**src/rtl/apb_pkg.sv**
```systemverilog
// Shared definitions for the two-port APB master: FSM encoding, default widths
// and the position of the slave-select address bit.
package apb_pkg;

    typedef enum logic [1:0] {
        ST_IDLE   = 2'd0,
        ST_SETUP  = 2'd1,
        ST_ACCESS = 2'd2,
        ST_RESP   = 2'd3
    } apb_state_e;

    localparam int DEF_ADD_WIDTH = 9;
    localparam int DEF_WIDTH     = 32;

    // The address MSB picks Slave_1 (0) or Slave_2 (1).
    function automatic int sel_bit_pos(input int add_width);
        return add_width - 1;
    endfunction

endpackage

```
**src/rtl/apb_arb_master_rr_arb2.sv**
```systemverilog
// Two-request round-robin arbiter; the last-grant bit only moves when a grant
// is actually taken.
module rr_arb2 (
    input  logic       Pclk,
    input  logic       Presetn,
    input  logic [1:0] req,
    input  logic       update,
    output logic [1:0] gnt
);

    logic last_reg;

    // On a tie the requester that was not granted last wins.
    for (genvar gi = 0; gi < 2; gi++) begin : g_gnt
        assign gnt[gi] = req[gi] & (~req[1-gi] | (last_reg != 1'(gi)));
    end

    always_ff @(posedge Pclk) begin
        if (!Presetn) begin
            last_reg <= 1'b1;
        end else if (update) begin
            last_reg <= gnt[1];
        end
    end

endmodule

```
**src/rtl/apb_arb_master.sv**
```systemverilog
// Two-port APB master: arbitrates two requesters onto a pair of APB slaves and
// returns one response strobe per accepted request.
module apb_arb_master
    import apb_pkg::*;
#(
    parameter int ADD_WIDTH = DEF_ADD_WIDTH,
    parameter int WIDTH     = DEF_WIDTH,
    parameter int TIMEOUT   = 16
) (
    input  logic                   Pclk,
    input  logic                   Presetn,
    input  logic                   m0_valid,
    output logic                   m0_ready,
    input  logic                   m0_write,
    input  logic [ADD_WIDTH-1:0]   m0_addr,
    input  logic [WIDTH-1:0]       m0_wdata,
    input  logic [WIDTH/8-1:0]     m0_strb,
    output logic                   m0_rsp_valid,
    input  logic                   m1_valid,
    output logic                   m1_ready,
    input  logic                   m1_write,
    input  logic [ADD_WIDTH-1:0]   m1_addr,
    input  logic [WIDTH-1:0]       m1_wdata,
    input  logic [WIDTH/8-1:0]     m1_strb,
    output logic                   m1_rsp_valid,
    output logic [WIDTH-1:0]       rsp_rdata,
    output logic                   rsp_err,
    output logic                   Psel1,
    output logic                   Psel2,
    output logic                   Penable,
    output logic                   Pwrite,
    output logic [WIDTH/8-1:0]     Pstrb,
    output logic [ADD_WIDTH-2:0]   Paddr,
    output logic [WIDTH-1:0]       Pwdata,
    input  logic [WIDTH-1:0]       Prdata1,
    input  logic [WIDTH-1:0]       Prdata2,
    input  logic                   Pready1,
    input  logic                   Pready2
);

    localparam int STRB_W  = WIDTH / 8;
    localparam int CNT_W   = $clog2(TIMEOUT + 1);
    localparam int SEL_BIT = sel_bit_pos(ADD_WIDTH);

    apb_state_e             state_reg;
    logic [CNT_W-1:0]       tmo_cnt_reg;
    logic                   gnt_id_reg;
    logic                   sel2_reg;
    logic                   write_reg;
    logic                   err_reg;
    logic [1:0]             rsp_valid_reg;
    logic                   psel1_reg;
    logic                   psel2_reg;
    logic                   penable_reg;
    logic                   pwrite_reg;
    logic [STRB_W-1:0]      pstrb_reg;
    logic [ADD_WIDTH-2:0]   paddr_reg;
    logic [WIDTH-1:0]       pwdata_reg;

    logic [1:0]             req;
    logic [1:0]             gnt;
    logic                   gnt_id;
    logic                   g_write;
    logic [ADD_WIDTH-1:0]   g_addr;
    logic [WIDTH-1:0]       g_wdata;
    logic [STRB_W-1:0]      g_strb;
    logic                   pready_sel;
    logic                   tmo_hit;

    // Requests are only visible to the arbiter in IDLE and outside reset, so
    // ready can never pulse during a transfer or while reset is held.
    assign req = (state_reg == ST_IDLE && Presetn) ? {m1_valid, m0_valid} : 2'b00;

    rr_arb2 u_arb (
        .Pclk    (Pclk),
        .Presetn (Presetn),
        .req     (req),
        .update  (|gnt),
        .gnt     (gnt)
    );

    assign m0_ready = gnt[0];
    assign m1_ready = gnt[1];

    assign gnt_id  = gnt[1];
    assign g_write = gnt_id ? m1_write : m0_write;
    assign g_addr  = gnt_id ? m1_addr  : m0_addr;
    assign g_wdata = gnt_id ? m1_wdata : m0_wdata;
    assign g_strb  = gnt_id ? m1_strb  : m0_strb;

    assign pready_sel = sel2_reg ? Pready2 : Pready1;
    assign tmo_hit    = (tmo_cnt_reg == CNT_W'(TIMEOUT - 1));

    always_ff @(posedge Pclk) begin
        if (!Presetn) begin
            state_reg     <= ST_IDLE;
            tmo_cnt_reg   <= '0;
            gnt_id_reg    <= 1'b0;
            sel2_reg      <= 1'b0;
            write_reg     <= 1'b0;
            err_reg       <= 1'b0;
            rsp_valid_reg <= 2'b00;
            psel1_reg     <= 1'b0;
            psel2_reg     <= 1'b0;
            penable_reg   <= 1'b0;
            pwrite_reg    <= 1'b0;
            pstrb_reg     <= '0;
            paddr_reg     <= '0;
            pwdata_reg    <= '0;
        end else begin
            rsp_valid_reg <= 2'b00;
            case (state_reg)
                ST_IDLE: begin
                    if (|gnt) begin
                        gnt_id_reg <= gnt_id;
                        write_reg  <= g_write;
                        sel2_reg   <= g_addr[SEL_BIT];
                        psel1_reg  <= ~g_addr[SEL_BIT];
                        psel2_reg  <= g_addr[SEL_BIT];
                        pwrite_reg <= g_write;
                        pstrb_reg  <= g_strb;
                        paddr_reg  <= g_addr[ADD_WIDTH-2:0];
                        pwdata_reg <= g_wdata;
                        err_reg    <= 1'b0;
                        state_reg  <= ST_SETUP;
                    end
                end
                ST_SETUP: begin
                    penable_reg <= 1'b1;
                    state_reg   <= ST_ACCESS;
                end
                ST_ACCESS: begin
                    // The count hitting TIMEOUT ends the transfer even if the
                    // slave never answers; the response then carries the error.
                    if (pready_sel || tmo_hit) begin
                        psel1_reg     <= 1'b0;
                        psel2_reg     <= 1'b0;
                        penable_reg   <= 1'b0;
                        pwrite_reg    <= 1'b0;
                        pstrb_reg     <= '0;
                        paddr_reg     <= '0;
                        pwdata_reg    <= '0;
                        err_reg       <= ~pready_sel;
                        rsp_valid_reg[gnt_id_reg] <= 1'b1;
                        tmo_cnt_reg   <= '0;
                        state_reg     <= ST_RESP;
                    end else begin
                        tmo_cnt_reg <= tmo_cnt_reg + CNT_W'(1);
                    end
                end
                ST_RESP: begin
                    err_reg   <= 1'b0;
                    state_reg <= ST_IDLE;
                end
                default: begin
                    state_reg <= ST_IDLE;
                end
            endcase
        end
    end

    assign m0_rsp_valid = rsp_valid_reg[0];
    assign m1_rsp_valid = rsp_valid_reg[1];
    assign rsp_err      = err_reg;

    // Slaves present read data for exactly the RESP cycle, so it is passed
    // straight through rather than registered.
    assign rsp_rdata = (state_reg == ST_RESP && !write_reg && !err_reg)
                     ? (sel2_reg ? Prdata2 : Prdata1) : '0;

    assign Psel1   = psel1_reg;
    assign Psel2   = psel2_reg;
    assign Penable = penable_reg;
    assign Pwrite  = pwrite_reg;
    assign Pstrb   = pstrb_reg;
    assign Paddr   = paddr_reg;
    assign Pwdata  = pwdata_reg;

endmodule

```
**config.mk**
```make
export PLATFORM = sky130hd
export DESIGN_NAME = apb_arb_master
export DESIGN_NICKNAME = d
export VERILOG_FILES = /design/src/rtl/apb_pkg.sv /design/src/rtl/apb_arb_master_rr_arb2.sv /design/src/rtl/apb_arb_master.sv
export SDC_FILE = /design/constraint.sdc
export NUM_CORES = 1
export LEC_CHECK = 0
export CORE_AREA = 2 2 97 99
export CTS_CLUSTER_DIAMETER = 150
export DETAILED_ROUTE_END_ITERATION = 8
export DIE_AREA = 0 0 99 101
export DONT_BUFFER_PORTS = 1
export HOLD_SLACK_MARGIN = 0.15
export MAX_ROUTING_LAYER = met4
export PLACE_DENSITY_LB_ADDON = 0.3
export SLEW_MARGIN = 20
export SYNTH_ARGS = -nofsm -noshare
export SYNTH_HDL_FRONTEND = slang
export SYNTH_SLANG_ARGS = --single-unit
```
**constraint.sdc**
```tcl
create_clock -name Pclk -period 2 [get_ports Pclk]
set_clock_uncertainty 0.05 [all_clocks]
set_input_delay 0.4 -clock Pclk [delete_from_list [all_inputs] [get_ports Pclk]]
set_output_delay 0.4 -clock Pclk [all_outputs]
set_load 0.05 [all_outputs]
```
==> qor.yml, run 1 <==
routed_wl_um: 8460
design_area_mm2: 0.00405
detail_route.wl_per_cell_um: 17.8
relSlewSlack_pct: 63.3
synth_area_mm2: 0.00319
synth-seq-cells: 62
use_met2_pct: 24.6
yosysMostFrequentCell: "mux2i_1"
grt_pass1_wl_um: 12200
clockBufferDepth: 2
synth_top_flop_cell: "dfxtp_1"
synthTopCellsByArea: "dfxtp_1, mux2i_1, o2bb2ai_1"
grt_use_total_pct: 15.6
met1_usage_pct: 19.1
worstMarginPinSlew_ns: 0.550
power_w: 0.00634
crit_required_ns: 1.55
yosys_warnings: 0
antenna_found_initial: 0
synth_edf_count: 0
maxCapViolCount: 0
io_buffer_count: 0
cts_tree: "done"
synth_top_cell_area_share_pct: 39.0
synth_cell_type_count: 31
grt_busiest_layer: "met2"
die_x_um: 99
numCtsBuffers: 9
crit_path_max_fanout: 4
num_rows: 35
async_reset_ff_share_pct: 0
cp-start-kind: "flip-flop"
drt.antenna.violating_nets: 0
clock_sinks: 62
post-route-util_pct: 45.1
drt_iter0_drc: 80
drc: 0
setup_tns_ns: 0
path_cells: "inv_4, ha_2, nand4_1, buf_6, clkinvlp_4, buf_8"
syn_avg_cell_area_um2: 10.1
initial_core_util_pct: 35.5
setup_violations: 0
die_h_um: 101
synth_fp_nets: 484
leakage_nw: 1.83
syn_inst: 315
place.gp.congestion: 0.796
irDropWorstVdd_mv: 0.618
overflow: 0
clk_latency_ns: 0.32
yosysTopAreaCell: "dfxtp_1"
critPathMaxStageDelay_ns: 0.37
h-tree-depth: 3
crit_type: "flip-flop to output port"
drtPass1Iterations: 4
hold_violations: 0
die_area_mm2: 0.0100
core_mm2: 0.00898
synth_seq_area_share_pct: 39.0
largest_reg_flops: 32
root_buffer: "clkbuf_8"
startpoint: "state_reg[0]$_SDFFE_PN0P_"
period_share_pct: 97.2
grt_pass1_vias: 2357
slew_viol_final: 0
grt_start_max_net_pins: 39
reg2reg_from: "tmo_cnt_reg[0]$_SDFFE_PN0P_"
fin_ws_ns: 0.0566
place_ws_ns: 0.105
rsz0062_at_grt: "true"
vias_per_cell: 5.34
areaGrowthSynthToFinish_pct: 27.1
cp-end-kind: "output port"
met3_usage_pct: 4.99
rrSetupSlack_ns: 0.13
place_area_mm2: 0.00360
hpwl_um: 6110
synthTopCellsByCount: "mux2i_1, dfxtp_1, o2bb2ai_1, nor2_1, inv_1"
outcome: "finished, final reports clean"
critPathSlowestCell: "dfxtp_4"
clock.fmax_ghz: 0.515
holdPathStages: 2
num-nets-final: 528
hp-start: "Presetn"
vias: 2538
power_density_mw_per_mm2: 1570
clk_pin_slew_ns: 0.07
cp.arrival_ns: 1.49
io-pin-count: 247
final_layout_size_suffix_gt1_share_pct: 25.0
diodes: 0
ff2ff_path_depth: 9
period_minus_slack_ns: 1.94
hp-class: "primary input to flip-flop"
[cells by family after synthesis]
| kind of cell | after synthesis | synth area share [%] |
|---|---|---|
| XOR/XNOR | 2 | 0.550 |
| AND/OR/NAND/NOR | 59 | 8.05 |
| flip-flops | 62 | 39.0 |
| buffers and inverters | 35 | 6.01 |
| multiplexers | 82 | 26.2 |
| AO/OA/AOI/OAI | 68 | 17.5 |
| adder cells (fa/ha/maj) | 7 | 2.75 |
[where the power goes]
part,internal (W),switching [W]
logic,0.000991,0.00117
clock network,0.000700,0.000487
registers,0.00161,0.00138
[area by class of cell]
| cell class | count | area (µm²) |
|---|---|---|
| repair buffers | 58 | 617 |
| clock buffers | 10 | 128 |
| fillers | 874 | 4930 |
| clock inverters | 6 | 86.3 |
| multi-input cells | 218 | 1780 |
| well taps | 111 | 139 |
| inverters | 10 | 43.8 |
| flip-flops and latches | 62 | 1250 |
[worst max-delay path, delay by kind of cell, from the launching register on]
kind                       cells  cell delay [ns]
DFF                            1             0.37
buffers and inverters          4             0.44
adders and majority gates      1             0.18
and+or+nand+nor                1             0.17
[path summary, 6_finish.rpt]
kind                            endpoint
max                             m1_ready
min               write_reg$_SDFFE_PN0P_
max reg2reg       Pwdata[7]$_SDFFE_PN0P_
min reg2reg  rsp_valid_reg[0]$_SDFF_PN0_
[repair_timing]
action	CTS	global route
setup buffers	1	3
hold endpoints to repair	8	0
endpoints found under the setup margin	24	75
gates resized for setup	6	24
gates cloned	0	4
hold buffers	1	0
pin swaps	1	2
[placed cells by master, fill, tap and decap left out, types with 6 or more instances in the layout]
master	netlist	layout
mux2i_1	80	80
dfxtp_1	62	59
o2bb2ai_1	47	47
nor2_1	40	38
buf_4	5	34
buf_6	4	13
clkbuf_8	0	9
inv_1	10	6
o21ai_0	6	6
[per-stage QoR]
stage	cells	hold WS, ns
floorplan	315	0.343
global placement	450	0.351
detailed placement	450	0.357
CTS	468	0.157
global route	475	0.160
finish	475	0.181
[metal layers]
layer | vias to the layer above | share of wire (%)
met3 | 8 | 8.0
met5 | - | 0
met2 | 118 | 50
li1 | 1241 | -
met1 | 1171 | 41
met4 | 0 | 0.89
No activity file was read; power rests on OpenSTA's default activity.
==> run 2, diff against run 1 <==
==> constraint.sdc (replaced) <==
create_clock -name Pclk -period 2.43 [get_ports Pclk]
set_clock_uncertainty 0.05 [all_clocks]
set_input_delay 0.486 -clock Pclk [delete_from_list [all_inputs] [get_ports Pclk]]
set_output_delay 0.486 -clock Pclk [all_outputs]
set_load 0.05 [all_outputs]
==> run 2 against run 1 <==
Net effect: utilization fell by 3.7 points; non-clock buffer count fell by 12; first-iteration DRC count fell by 5.0%; sequential cell count did not move; die area did not move; final cell count fell by 2.5%; routed wire length fell by 5.5%; clock power fell by 33%; critical path depth did not move; cell area fell by 8.1%; critical path type unchanged; critical endpoint unchanged.
==> qor.yml, run 2 (synthesis results as in run 1) <==
relSlewSlack_pct: 63.5
fillers: 885
cts_tree: "done"
critPathTopFamily: "buffers and inverters"
critPathSlowestCell: "dfxtp_1"
io-pin-count: 247
place.gp.congestion: 0.823
initial_core_util_pct: 35.5
place_area_mm2: 0.00354
clock.fmax_ghz: 0.445
period_minus_slack_ns: 2.25
maxCapViolCount: 0
clockBufferDepth: 2
reg2reg_from: "tmo_cnt_reg[0]$_SDFFE_PN0P_"
final_layout_size_suffix_gt1_share_pct: 20.2
grt_use_total_pct: 15.4
overflow: 0
crit_type: "flip-flop to output port"
path_cells: "inv_1, ha_2, nand4_1, buf_4, inv_1, buf_12"
vias: 2452
period_share_pct: 92.5
largest_reg_flops: 32
power_density_mw_per_mm2: 1260
grt_pass1_vias: 2285
clock_sinks: 62
crit_required_ns: 1.89
power_w: 0.00469
grt_pass1_wl_um: 11800
clk_latency_ns: 0.33
hp-class: "primary input to flip-flop"
critPathMaxStageDelay_ns: 0.33
numCtsBuffers: 9
worst-path-buf-inv: 4
cp-end-kind: "output port"
cp-start-kind: "flip-flop"
die_area_mm2: 0.0100
areaGrowthSynthToFinish_pct: 16.8
slew_viol_final: 0
clk_pin_slew_ns: 0.07
cp.arrival_ns: 1.71
antenna_found_initial: 0
crit_top_cell: "inv_1"
crit_path_max_fanout: 9
regArea_mm2: 0.00124
setup_tns_ns: 0
grt_start_max_net_pins: 37
hold_violations: 0
multi_input_area_mm2: 0.00177
design_area_mm2: 0.00372
setup_violations: 0
vias_per_cell: 5.30
rsz0062_at_grt: "false"
worstMarginPinSlew_ns: 0.547
h-tree-depth: 3
detail_route.wl_per_cell_um: 17.3
diodes: 0
startpoint: "state_reg[1]$_SDFFE_PN0P_"
irDropWorstVdd_mv: 0.539
outcome: "finished, final reports clean"
final_common_cell: "mux2i_1"
drt_iter0_drc: 76
layout_common_cells: "mux2i_1, dfxtp_1, o2bb2ai_1"
postCtsHoldBufs: 0
drtPass1Iterations: 4
hp-start: "Presetn"
die_h_um: 101
drt.antenna.violating_nets: 0
num-nets-final: 516
root_buffer: "clkbuf_8"
die_x_um: 99
leakage_nw: 1.71
hpwl_um: 6120
routed_wl_um: 7990
io_buffer_count: 0
core_mm2: 0.00898
num_rows: 35
drc: 0
[run 2: metal layers]
layer  share of wire (%)  global-route usage (%)  vias up
met2                  49                    23.9       95
met1                  43                    19.3     1141
met4                0.98                    4.11        0
met5                   0                       -        -
li1                    -                       -     1209
met3                 7.0                    5.13        7
[run 2: path summary, 6_finish.rpt]
check | to | slack, ns | cells past startpoint
max | m1_ready | 0.18 | 6
min | u_arb.last_reg$_SDFFE_PN1P_ | 0.19 | 1
max reg2reg | Pwdata[6]$_SDFFE_PN0P_ | 0.48 | 8
min reg2reg | rsp_valid_reg[0]$_SDFF_PN0_ | 0.36 | 1
[run 2: layout make-up]
cell class	count	share of cell area (%)
Sequential cell	62	33.5
Timing Repair Buffer	46	9.62
Inverter	10	1.01
Clock buffer	10	3.70
Tap cell	111	3.73
Clock inverter	6	1.01
Multi-Input combinational cell	218	47.5
[run 2: power by group]
group | total (W) | internal, W | switching [W]
clock | 0.000795 | 0.000391 | 0.000403
combinational | 0.00143 | 0.000569 | 0.000860
sequential | 0.00247 | 0.00132 | 0.00115
total | 0.00469 | 0.00228 | 0.00241
[run 2: metrics by stage]
step / setup slack (ns) / std cells / hold slack [ns] / util, %
6_report: 0.183 / 463 / 0.190 / 41.4
5_1_grt: 0.0167 / 463 / 0.189 / 41.4
4_1_cts: 0.0756 / 463 / 0.167 / 41.4
3_5_place_dp: 0.431 / 447 / 0.361 / 39.4
3_3_place_gp: 0.481 / 447 / 0.352 / 39.4
2_1_floorplan: 0.189 / 315 / 0.343 / -
[run 2: timing repair]
item / CTS / global route
resized for setup: 0 / 3
endpoints found under the setup margin: 0 / 12
buffers inserted: 0 / 0
==> run 3, diff against run 2 <==
--- a/config.mk
+++ b/config.mk
@@ -13,6 +13,7 @@
 export HOLD_SLACK_MARGIN = 0.15
 export MAX_ROUTING_LAYER = met4
 export PLACE_DENSITY_LB_ADDON = 0.3
+export RECOVER_POWER = 100
 export SLEW_MARGIN = 20
 export SYNTH_ARGS = -nofsm -noshare
 export SYNTH_HDL_FRONTEND = slang
==> run 3 against run 2 <==
Net effect: final cell count unchanged; combinational power down 6%; worst hold slack worse by 0.00085 ns; highest routed layer unchanged; sequential share of layout area up 1.1 points; fmax up 0.31%; sequential power about the same; via count up 0.41%; cell area down 3.2%.
==> qor.yml, run 3 (synthesis results as in run 1) <==
outcome: "finished, final reports clean"
crit_path_max_fanout: 9
die_x_um: 99
cp.arrival_ns: 1.70
layout_common_cells: "mux2i_1, dfxtp_1, o2bb2ai_1"
fin_hold_ws_ns: 0.190
reg2reg_from: "state_reg[0]$_SDFFE_PN0P_"
final_layout_size_suffix_gt1_share_pct: 18.8
initial_core_util_pct: 35.5
final_common_cell: "mux2i_1"
drc: 0
clock.fmax_ghz: 0.446
setup_tns_ns: 0
routed_wl_um: 7990
startpoint: "state_reg[1]$_SDFFE_PN0P_"
worstReg2RegEnd: "Pwdata[6]$_SDFFE_PN0P_"
maxCapViolCount: 0
crit_path_end: "m1_ready"
rsz0062_at_grt: "false"
hp-start: "Presetn"
numCtsBuffers: 9
rrSetupSlack_ns: 0.23
period_minus_slack_ns: 2.24
h-tree-depth: 3
die_area_mm2: 0.0100
worstMarginPinSlew_ns: 0.905
die_h_um: 101
clk_pin_slew_ns: 0.07
vias: 2462
overflow: 0
root_buffer: "clkbuf_8"
cts_tree: "done"
setup_violations: 0
grt_pass1_wl_um: 11800
slew_viol_final: 0
num_rows: 35
detail_route.wl_per_cell_um: 17.2
hp-class: "primary input to flip-flop"
areaGrowthSynthToFinish_pct: 13.0
drt_iter0_drc: 68
core_mm2: 0.00898
crit_type: "flip-flop to output port"
cts_setup_buffers: 0
antenna_found_initial: 0
drt.antenna.violating_nets: 0
ff2ff_path_depth: 6
largest_reg_flops: 32
cts_resized: 0
place.gp.congestion: 0.823
io_buffer_count: 0
grt_start_max_net_pins: 37
place_ws_ns: 0.431
drtPass1Iterations: 4
hpwl_um: 6120
grt_use_total_pct: 15.4
cp-start-kind: "flip-flop"
diodes: 0
leakage_nw: 1.67
holdPathStages: 1
vias_per_cell: 5.32
period_share_pct: 92.2
clockBufferDepth: 2
io-pin-count: 247
clk_latency_ns: 0.33
fin_ws_ns: 0.190
grt_pass1_vias: 2285
num-nets-final: 516
clock_sinks: 62
irDropWorstVdd_mv: 0.539
cp-end-kind: "output port"
relSlewSlack_pct: 39.7
hold_violations: 0
power_density_mw_per_mm2: 1280
crit_required_ns: 1.89
postCtsHoldBufs: 0
## run 3: where the power goes
group          internal [W]  switching, W
clock network      0.000391      0.000404
registers           0.00132       0.00115
logic              0.000510      0.000841
## run 3: layout make-up
class | instances | area (µm²)
Tap cell | 111 | 139
Inverter | 10 | 37.5
Timing Repair Buffer | 46 | 262
Fill cell | 916 | 5380
Multi-Input combinational cell | 218 | 1740
Clock inverter | 6 | 37.5
Clock buffer | 10 | 138
Sequential cell | 62 | 1240
## run 3: how the worst min path moves through the flow
stage / endpoint / slack [ns]
floorplan: rsp_valid_reg[0]$_SDFF_PN0_ / 0.34
global placement: rsp_valid_reg[0]$_SDFF_PN0_ / 0.35
detailed placement: rsp_valid_reg[0]$_SDFF_PN0_ / 0.36
CTS: u_arb.last_reg$_SDFFE_PN1P_ / 0.17
global route: u_arb.last_reg$_SDFFE_PN1P_ / 0.19
finish: u_arb.last_reg$_SDFFE_PN1P_ / 0.19
## run 3: worst max-delay path, cell delays in order, from the launching register on
cell and delay [ns]:
dfxtp_1 0.33, inv_1 0.13, ha_2 0.28, nand4_1 0.18
buf_4 0.21, inv_1 0.06, buf_4 0.19
## run 3: stage by stage
step           area, µm²  power [W]  cells  utilization (%)
2_1_floorplan       3190    0.00360    315                -
3_3_place_gp        3540    0.00390    447             39.4
3_5_place_dp        3540    0.00392    447             39.4
4_1_cts             3710    0.00474    463             41.4
5_1_grt             3600    0.00488    463             40.1
6_report            3600    0.00462    463             40.1
## run 3: metal layers
layer | track usage, % | vias to the layer above | routed length (µm)
met5 | - | - | 0
li1 | - | 1210 | -
met2 | 23.9 | 102 | 3920
met3 | 5.13 | 7 | 564
met1 | 19.3 | 1143 | 3430
met4 | 4.11 | 0 | 79
